File: config.mk
export PLATFORM = sky130hd
export DESIGN_NAME = muldiv_sched_flat
export DESIGN_NICKNAME = d
export VERILOG_FILES = /design/src/rtl/muldiv_sched_pkg.sv /design/src/rtl/muldiv_sched_if.sv /design/src/rtl/muldiv_sched_lat_cnt.sv /design/src/rtl/muldiv_sched.sv /design/src/flat_wrapper.sv
export SDC_FILE = /design/constraint.sdc
export NUM_CORES = 1
export LEC_CHECK = 0
export CORE_ASPECT_RATIO = 0.8
export CORE_UTILIZATION = 37
export CTS_BUF_LIST = sky130_fd_sc_hd__clkbuf_4 sky130_fd_sc_hd__clkbuf_8 sky130_fd_sc_hd__clkbuf_16
export DETAILED_ROUTE_END_ITERATION = 16
export DONT_BUFFER_PORTS = 1
export PLACE_DENSITY_LB_ADDON = 0.15
export SLEW_MARGIN = 5
export SYNTH_ARGS = -nofsm -noshare
export SYNTH_HDL_FRONTEND = slang
export SYNTH_SLANG_ARGS = --single-unit
File: constraint.sdc
create_clock -name clk -period 2.15 [get_ports clk]
set_input_delay 0.215 -clock clk [delete_from_list [all_inputs] [get_ports clk]]
set_output_delay 0.215 -clock clk [all_outputs]
set_load 0.02 [all_outputs]
File: src/rtl/muldiv_sched_pkg.sv
// rtl/muldiv_sched_pkg.sv - shared op codes, state encoding and default latencies for the HI/LO scheduler
package hilo_pkg;

  localparam logic [2:0] MULTU = 3'b000;
  localparam logic [2:0] MULT  = 3'b001;
  localparam logic [2:0] DIVU  = 3'b010;
  localparam logic [2:0] DIV   = 3'b011;
  localparam logic [2:0] MTHI  = 3'b100;
  localparam logic [2:0] MTLO  = 3'b101;
  localparam logic [2:0] MFHI  = 3'b110;
  localparam logic [2:0] MFLO  = 3'b111;

  localparam int MULT_CYCLES_DEF = 5;
  localparam int DIV_CYCLES_DEF  = 10;
  localparam int CNT_W_DEF       = 4;

  typedef enum logic {
    IDLE = 1'b0,
    BUSY = 1'b1
  } state_e;

  // Bit 2 clear marks the mult/div group; bits [2:1]==10 mark mthi/mtlo.
  function automatic logic is_muldiv(input logic [2:0] op);
    return ~op[2];
  endfunction

  function automatic logic is_move_to(input logic [2:0] op);
    return (op[2:1] == 2'b10);
  endfunction

endpackage

File: src/rtl/muldiv_sched_if.sv
// rtl/muldiv_sched_if.sv - EX-side request and multiply/divide control bundle for muldiv_sched
interface muldiv_sched_if;

  logic        op_valid_E;
  logic [2:0]  op_code_E;
  logic        flush_E;
  logic        id_needs_hilo;
  logic        start;
  logic [2:0]  mul_divop;
  logic        hilo_we;
  logic        hilo_sel;
  logic        busy;
  logic        done;
  logic        stall_D;
  logic        err;
  logic [15:0] done_count;

  modport master (
    output op_valid_E, op_code_E, flush_E, id_needs_hilo,
    input  start, mul_divop, hilo_we, hilo_sel, busy, done, stall_D, err, done_count
  );

  modport slave (
    input  op_valid_E, op_code_E, flush_E, id_needs_hilo,
    output start, mul_divop, hilo_we, hilo_sel, busy, done, stall_D, err, done_count
  );

endinterface

File: src/rtl/muldiv_sched_lat_cnt.sv
// rtl/muldiv_sched_lat_cnt.sv - loadable latency down-counter with a last-cycle flag
module muldiv_lat_cnt #(
  parameter int CNT_W = 4
) (
  input  logic             clk,
  input  logic             reset,
  input  logic             load_i,
  input  logic [CNT_W-1:0] value_i,
  input  logic             dec_i,
  output logic [CNT_W-1:0] cnt_o,
  output logic             is_one_o
);

  logic [CNT_W-1:0] cnt_q;
  logic [CNT_W-1:0] cnt_d;

  // Saturate at zero so a stray dec after completion cannot wrap the count.
  always_comb begin
    cnt_d = cnt_q;
    if (load_i)
      cnt_d = value_i;
    else if (dec_i && (cnt_q != '0))
      cnt_d = cnt_q - CNT_W'(1);
  end

  always_ff @(posedge clk or negedge reset) begin
    if (!reset)
      cnt_q <= '0;
    else
      cnt_q <= cnt_d;
  end

  assign cnt_o    = cnt_q;
  assign is_one_o = (cnt_q == CNT_W'(1));

endmodule

File: src/rtl/muldiv_sched.sv
// rtl/muldiv_sched.sv - issue/busy sequencing, HI/LO move strobes and ID stall for the multiply/divide unit
module muldiv_sched
  import hilo_pkg::*;
#(
  parameter int MULT_CYCLES = MULT_CYCLES_DEF,
  parameter int DIV_CYCLES  = DIV_CYCLES_DEF,
  parameter int CNT_W       = CNT_W_DEF
) (
  input  logic           clk,
  input  logic           reset,
  muldiv_sched_if.slave  bus
);

  state_e      state_q, state_d;
  logic [2:0]  op_q, op_d;
  logic        err_q, err_d;
  logic [15:0] done_count_q, done_count_d;

  logic             idle;
  logic             busy;
  logic             live;
  logic             issue;
  logic             move_to;
  logic             done;
  logic             is_one;
  logic [CNT_W-1:0] cnt;
  logic [CNT_W-1:0] load_value;

  assign idle    = (state_q == IDLE);
  assign busy    = (state_q == BUSY);
  assign live    = bus.op_valid_E & ~bus.flush_E;
  assign issue   = live & is_muldiv(bus.op_code_E) & idle;
  assign move_to = live & is_move_to(bus.op_code_E) & idle;
  assign done    = busy & is_one;

  assign load_value = bus.op_code_E[1] ? CNT_W'(DIV_CYCLES) : CNT_W'(MULT_CYCLES);

  muldiv_lat_cnt #(.CNT_W(CNT_W)) u_cnt (
    .clk      (clk),
    .reset    (reset),
    .load_i   (issue),
    .value_i  (load_value),
    .dec_i    (busy),
    .cnt_o    (cnt),
    .is_one_o (is_one)
  );

  always_comb begin
    state_d      = state_q;
    op_d         = op_q;
    err_d        = err_q | (live & busy);
    done_count_d = done_count_q + 16'(done);
    if (issue) begin
      state_d = BUSY;
      op_d    = bus.op_code_E;
    end else if (done) begin
      state_d = IDLE;
    end
  end

  always_ff @(posedge clk or negedge reset) begin
    if (!reset) begin
      state_q      <= IDLE;
      op_q         <= MULTU;
      err_q        <= 1'b0;
      done_count_q <= '0;
    end else begin
      state_q      <= state_d;
      op_q         <= op_d;
      err_q        <= err_d;
      done_count_q <= done_count_d;
    end
  end

  // The dependent ID op is released in the done cycle so it reaches EX after HI/LO update.
  assign bus.stall_D    = bus.id_needs_hilo & (issue | (busy & ~is_one));
  assign bus.start      = issue;
  assign bus.mul_divop  = busy ? op_q : bus.op_code_E;
  assign bus.hilo_we    = move_to;
  assign bus.hilo_sel   = ~bus.op_code_E[0];
  assign bus.busy       = busy;
  assign bus.done       = done;
  assign bus.err        = err_q;
  assign bus.done_count = done_count_q;

endmodule

File: src/flat_wrapper.sv
// flat-port wrapper written by rule: the top's interface ports become plain ports
module muldiv_sched_flat import hilo_pkg::*;
#(
  parameter int MULT_CYCLES = MULT_CYCLES_DEF,
  parameter int DIV_CYCLES  = DIV_CYCLES_DEF,
  parameter int CNT_W       = CNT_W_DEF
)
  (clk, reset, bus_op_valid_E, bus_op_code_E, bus_flush_E, bus_id_needs_hilo, bus_start, bus_mul_divop, bus_hilo_we, bus_hilo_sel, bus_busy, bus_done, bus_stall_D, bus_err, bus_done_count);
  muldiv_sched_if bus_i ();
  input  logic clk;
  input  logic reset;
  input wire logic [$bits(bus_i.op_valid_E)-1:0] bus_op_valid_E;
  input wire logic [$bits(bus_i.op_code_E)-1:0] bus_op_code_E;
  input wire logic [$bits(bus_i.flush_E)-1:0] bus_flush_E;
  input wire logic [$bits(bus_i.id_needs_hilo)-1:0] bus_id_needs_hilo;
  output wire logic [$bits(bus_i.start)-1:0] bus_start;
  output wire logic [$bits(bus_i.mul_divop)-1:0] bus_mul_divop;
  output wire logic [$bits(bus_i.hilo_we)-1:0] bus_hilo_we;
  output wire logic [$bits(bus_i.hilo_sel)-1:0] bus_hilo_sel;
  output wire logic [$bits(bus_i.busy)-1:0] bus_busy;
  output wire logic [$bits(bus_i.done)-1:0] bus_done;
  output wire logic [$bits(bus_i.stall_D)-1:0] bus_stall_D;
  output wire logic [$bits(bus_i.err)-1:0] bus_err;
  output wire logic [$bits(bus_i.done_count)-1:0] bus_done_count;
  assign bus_i.op_valid_E = bus_op_valid_E;
  assign bus_i.op_code_E = bus_op_code_E;
  assign bus_i.flush_E = bus_flush_E;
  assign bus_i.id_needs_hilo = bus_id_needs_hilo;
  assign bus_start = bus_i.start;
  assign bus_mul_divop = bus_i.mul_divop;
  assign bus_hilo_we = bus_i.hilo_we;
  assign bus_hilo_sel = bus_i.hilo_sel;
  assign bus_busy = bus_i.busy;
  assign bus_done = bus_i.done;
  assign bus_stall_D = bus_i.stall_D;
  assign bus_err = bus_i.err;
  assign bus_done_count = bus_i.done_count;
  muldiv_sched #(.MULT_CYCLES(MULT_CYCLES), .DIV_CYCLES(DIV_CYCLES), .CNT_W(CNT_W)) u_core (.clk(clk), .reset(reset), .bus(bus_i));
endmodule
# --- After elaboration in Yosys (flattened, before gate mapping) ---
# Index checks and enable logic that the tools add are counted.
totals:
  register_bits: 25
  in_bits: 8
  out_inout_bits: 26
  word_cells: 35
classes:
  add_sub_neg: 2
  eq_ne: 2
  mux: 6
  n_bitwise: 16
  reduce_logical: 4
ops:
  columns: ["operator", "count"]
  rows:
  - ["adder 16 x 1 -> 16 bit", 1]
  - ["two-way mux 4 bit", 3]
  - ["AND 1 bit", 9]
  - ["NOT 1 bit", 5]
  - ["== test 4 x 1 -> 1 bit, second input constant", 1]
  - ["nonzero test 2 bit", 2]
  - ["nonzero test 4 bit", 1]
  - ["subtractor 4 x 1 -> 4 bit, second input constant", 1]
  - ["two-way mux 3 bit", 1]
  - ["== test 2 bit, second input constant", 1]
  - ["two-way mux 1 bit", 2]
  - ["bitwise OR 1 bit", 2]
  - ["logical AND 1 bit", 1]

# --- Longest topological paths before layout ---
depth:
  word_depth: 6
  mapped_depth: 8
  ltp_nobuf: 8

# --- Modules after synthesis ---
# Synthesis repeated with hierarchy kept, for this count alone.
unflattened:
  cells_unflattened: 114
  hier_area_um2: 1283.7
modules_own_cells:
  columns: ["mod", "n_inst", "cells_each", "area_per_inst_um2", "seq_area_each_um2"]
  rows:
  - ["muldiv_sched", 1, 85, 1001.0, 525.5]
  - ["muldiv_lat_cnt", 1, 29, 282.8, 100.1]

# --- Worst setup path before layout ---
# No wires, ideal clock.
synth_timing:
  path_kind: "register to register"
  start: "reg u_core.u_cnt.cnt_q[1] (netlist: u_core.u_cnt.cnt_o[1])"
  end: "reg u_core.done_count_q[8] (netlist: u_core.bus.done_count[8])"
  setup_time_ns: 0.080
  arrival_time_ns: 1.807
  required_ns: 2.070
  setup_slack_ns: 0.263
  path_stages_with_launch: 9
  path_buffers: 0
  period_less_slack_ns: 1.887
  path_cell_list: "dfrtp_1 > inv_1 > ha_1 > and4bb_2 > ha_1 > ha_1 > nand2_1 > nor3_1 > xor2_1"
synth_between:
  elab_chain_len: 3
synth_lines:
  columns: ["element", "line_no", "source"]
  rows:
  - ["from (decl)", "muldiv_sched_lat_cnt.sv:14", "logic [CNT_W-1:0] cnt_q;"]
  - ["from (signal assigned)", "muldiv_sched_lat_cnt.sv:30", "cnt_q <= cnt_d;"]
  - ["== test 4 x 1 -> 1 bit", "muldiv_sched_lat_cnt.sv:34", "assign is_one_o = (cnt_q == CNT_W'(1));"]
  - ["AND 1 bit", "muldiv_sched.sv:34", "assign done = busy & is_one;"]
  - ["net bus_done", "flat_wrapper.sv:21", "output wire logic [$bits(bus_i.done)-1:0] bus_done;"]
  - ["adder 16 x 1 -> 16 bit", "muldiv_sched.sv:52", "done_count_d = done_count_q + 16'(done);"]
  - ["net u_core.done_count_d[8]", "muldiv_sched.sv:17", "logic [15:0] done_count_q, done_count_d;"]
  - ["to (signal assigned)", "muldiv_sched.sv:71", "done_count_q <= done_count_d;"]
  - ["to (decl)", "muldiv_sched.sv:17", null]
# The timed path passes the listed nets, and every way through them passes these cells.
# A chain may end at the register's enable or synchronous reset.

# --- Final worst setup path ---
layout_timing:
  start: "reg u_core.u_cnt.cnt_q[1] (netlist: u_core.u_cnt.cnt_o[1])"
  end: "reg u_core.done_count_q[8] (netlist: u_core.bus.done_count[8])"
layout_between:
  elab_chain_len: 3
layout_lines:
  columns: ["element", "line_no"]
  rows:
  - ["== test 4 x 1 -> 1 bit", "muldiv_sched_lat_cnt.sv:34"]
  - ["AND 1 bit", "muldiv_sched.sv:34"]
  - ["adder 16 x 1 -> 16 bit", "muldiv_sched.sv:52"]
  - ["net u_core.done_count_d[8]", "muldiv_sched.sv:17"]
# The timed path passes the listed nets, and every way through them passes these cells.

==> out/summary.txt <==
Total GRT Usage: 0.154
synth warn: 0
Worst Tran Pin Value: 397 ps
maximum VDD drop: 544 µV
final instance area: 1460 µm²
worst path required time: 2340 ps
Rows: 18
Hold Path Sink: u_core.op_q[1]
Min-Delay Path Class: in2reg
Setup Fix Bufs, Post-CTS: 0
reg2reg setup slack: 190 ps
global route overflow: 0
Vias/cell: 5.38
Mapped Area: 1310 µm²
initial antenna violation count: 0
Antenna Nets Post-Route: 0
CTS tree: yes
Skew-Pair Late Insertion Delay: 270 ps
P per Cell Area: 996 nW/µm²
Startpoint Class: flip-flop
RSZ-0062 raised after global routing: no
Worst-path clk slew: 90 ps
top cell type by total area after synthesis: dfrtp_1
Die Y: 55.1 µm
min Tclk post-route: 1960 ps
worst r2r src: u_core.u_cnt.cnt_o[1]
CP Data Arrival Time: 2160 ps
Total Neg Setup Slack: 0 ps
Placer Congestion: 0.773
fmax: 510 MHz
CP Max Fanout: 4
# clock sinks: 25
WL final: 2520 µm
Syn Nets: 128
vias: 877
most frequent cells in the layout: 25 x dfrtp_1, 9 x xor2_1, 9 x nand2_1, 7 x nand3_1
Wirelength per Cell: 15.4 µm
Max transition margin: 0.735
worst hold path startpoint: bus_op_code_E[1]
most used cell, CP: ha_1
worst reg2reg endpoint: u_core.bus.done_count[8]
initial core utilization: 0.406
Chip Width: 68.4 µm
share of the clock period used by the worst path: 0.913
run status: finished, final reports clean
Gate Count Post-Synth: 114
Synth area leaders: dfrtp_1 48%, xor2_1 6.0%, ha_1 5.7%, xnor2_1 4.0%, nor4_2 3.8%
die area: 3770 µm²
Final Hold Viols: 0
Placed Cells incl. Taps: 157
Root Driver: clkbuf_8
crit-path cells: inv_1 > ha_1 > and4bb_2 > ha_1 > ha_1 > nand2_1 > nor3_1 > xor2_1
register area share after synthesis: 0.479
R2R cell count: 8
clk_skew: 4.73 ps
largest net degree at the start of global routing: 26
vias in the first global route: 835
Max Root-Sink Buffers: 2
Layout Cells excl Fill: 163
dpl hpwl: 1920 µm
hold-critical path depth: 1
Synth Area per Inst: 11.5 µm²
# DRC: 0
CP peak stage delay: 400 ps
Nets: 138
leakage power: 0.686 nW
Slew Viols, Final: 0
commonest non-fill, non-tap cell in the layout: dfrtp_1
Area after DPL: 1380 µm²
#FFs+latches synth: 25
delay-heaviest family, CP: adder cells
Worst path slowest cell: dfrtp_1
CP bufs+invs: 1
# fillers: 302
share of layout cells above drive strength 1: 0.187
Iter 0 DRT Violations: 39
wire length of the first global-routing pass: 4090 µm
crit path capture type: flip-flop
WS Path Type: reg2reg
core area: 3220 µm²
IO Port Bufs: 0
ant diodes: 0
I/O pins: 34
Yosys cell types: 37
final setup violating endpoints: 0
Pre-antenna DRT Iters: 4
Num CTS Buffers: 3
Synth-to-Final Area Change: 11.6%
CTS H-Tree Depth: 1
Synth top area share: 0.479
MaxCap Viol Count: 0
[state kept, by name, summed over array words and instances (netlist names)]
name                   flops
u_core.bus.done_count     16
u_core.bus.busy            1
u_core.op_q                3
u_core.u_cnt.cnt_o         4
u_core.bus.err             1
[layer usage]
metal / track usage / up-vias / part of all wire
met5: 0 / - / 0
met4: 0.0521 / 0 / 0.0076
met3: 0.0594 / 2 / 0.052
met2: 0.221 / 20 / 0.42
met1: 0.209 / 426 / 0.52
li1: - / 429 / -
[timing repair]
item | CTS | global route
resized for setup | 0 | 0
hold buffers | 2 | 0
endpoints found under the hold margin | 25 | 0
[layout make-up]
cell class | instances | area (µm²) | share of cell area
clock inverters | 1 | 5.00 | 0.00343
flip-flops and latches | 25 | 626 | 0.429
inverters | 7 | 26.3 | 0.0180
clock buffers | 3 | 41.3 | 0.0283
well taps | 40 | 50.0 | 0.0343
multi-input cells | 81 | 649 | 0.445
repair buffers | 6 | 60.1 | 0.0412
[logic make-up after synthesis]
logic type	Yosys count	synth area share
XOR/XNOR	15	0.101
flip-flops	25	0.479
adder cells (fa/ha/maj)	6	0.0575
multiplexers	3	0.0259
AO/OA/AOI/OAI	12	0.0728
buffers and inverters	8	0.0239
AND/OR/NAND/NOR	45	0.240
[report_power, final]
part	leakage, nW	internal [mW]	switching, mW
clock	0.0255	0.130	0.151
sequential	0.323	0.564	0.148
combinational	0.338	0.202	0.257
total	0.686	0.895	0.556
[worst max-delay path by stage]
stage / cells after the start / slack (ps) / to / startpoint
after global routing: 8 / 30 / u_core.bus.done_count[14] / u_core.u_cnt.cnt_o[1]
after global placement: 8 / 260 / u_core.bus.done_count[10] / u_core.u_cnt.cnt_o[1]
after floorplan: 8 / 260 / u_core.bus.done_count[8] / u_core.u_cnt.cnt_o[1]
final: 8 / 190 / u_core.bus.done_count[8] / u_core.u_cnt.cnt_o[1]
after detailed placement: 8 / 190 / u_core.bus.done_count[8] / u_core.u_cnt.cnt_o[1]
after CTS: 8 / 170 / u_core.bus.done_count[8] / u_core.u_cnt.cnt_o[1]
[cells in the mapped netlist]
cell type and count:
o211a_1 1, and4bb_2 2, and3_1 2, ha_1 6
o22ai_1 3, mux2_1 2, dfrtp_1 25, nor2b_1 1
nand3_1 7, nor3b_1 1, mux2_2 1, nand2_1 9
buf_2 1, a21oi_1 1, a21boi_1 1, nand4bb_1 1
nand4_4 1, o221ai_2 1, nor4b_1 1, or4b_1 1
inv_1 6, and2_1 1, nand4_1 2, nor3_1 5
a221oi_1 1, a21oi_2 1, nor2_4 1, o21ai_0 1
a21boi_0 1, inv_2 1, nor2_1 2, xnor2_1 6
nand2b_1 3, nor4_2 4, xor2_1 9, a31o_2 1
or3b_4 1
[per-stage QoR]
stage / total power [mW] / setup WS [ps] / hold slack (ps) / util
after floorplan: 1.05 / 263 / -80.6 / -
after global placement: 1.15 / 261 / -80.0 / 0.429
after detailed placement: 1.17 / 194 / -80.0 / 0.429
after CTS: 1.47 / 165 / 71.9 / 0.453
after global routing: 1.56 / 32.8 / 59.6 / 0.453
final: 1.45 / 188 / 80.8 / 0.453
Power figures use the tool's default switching activity.
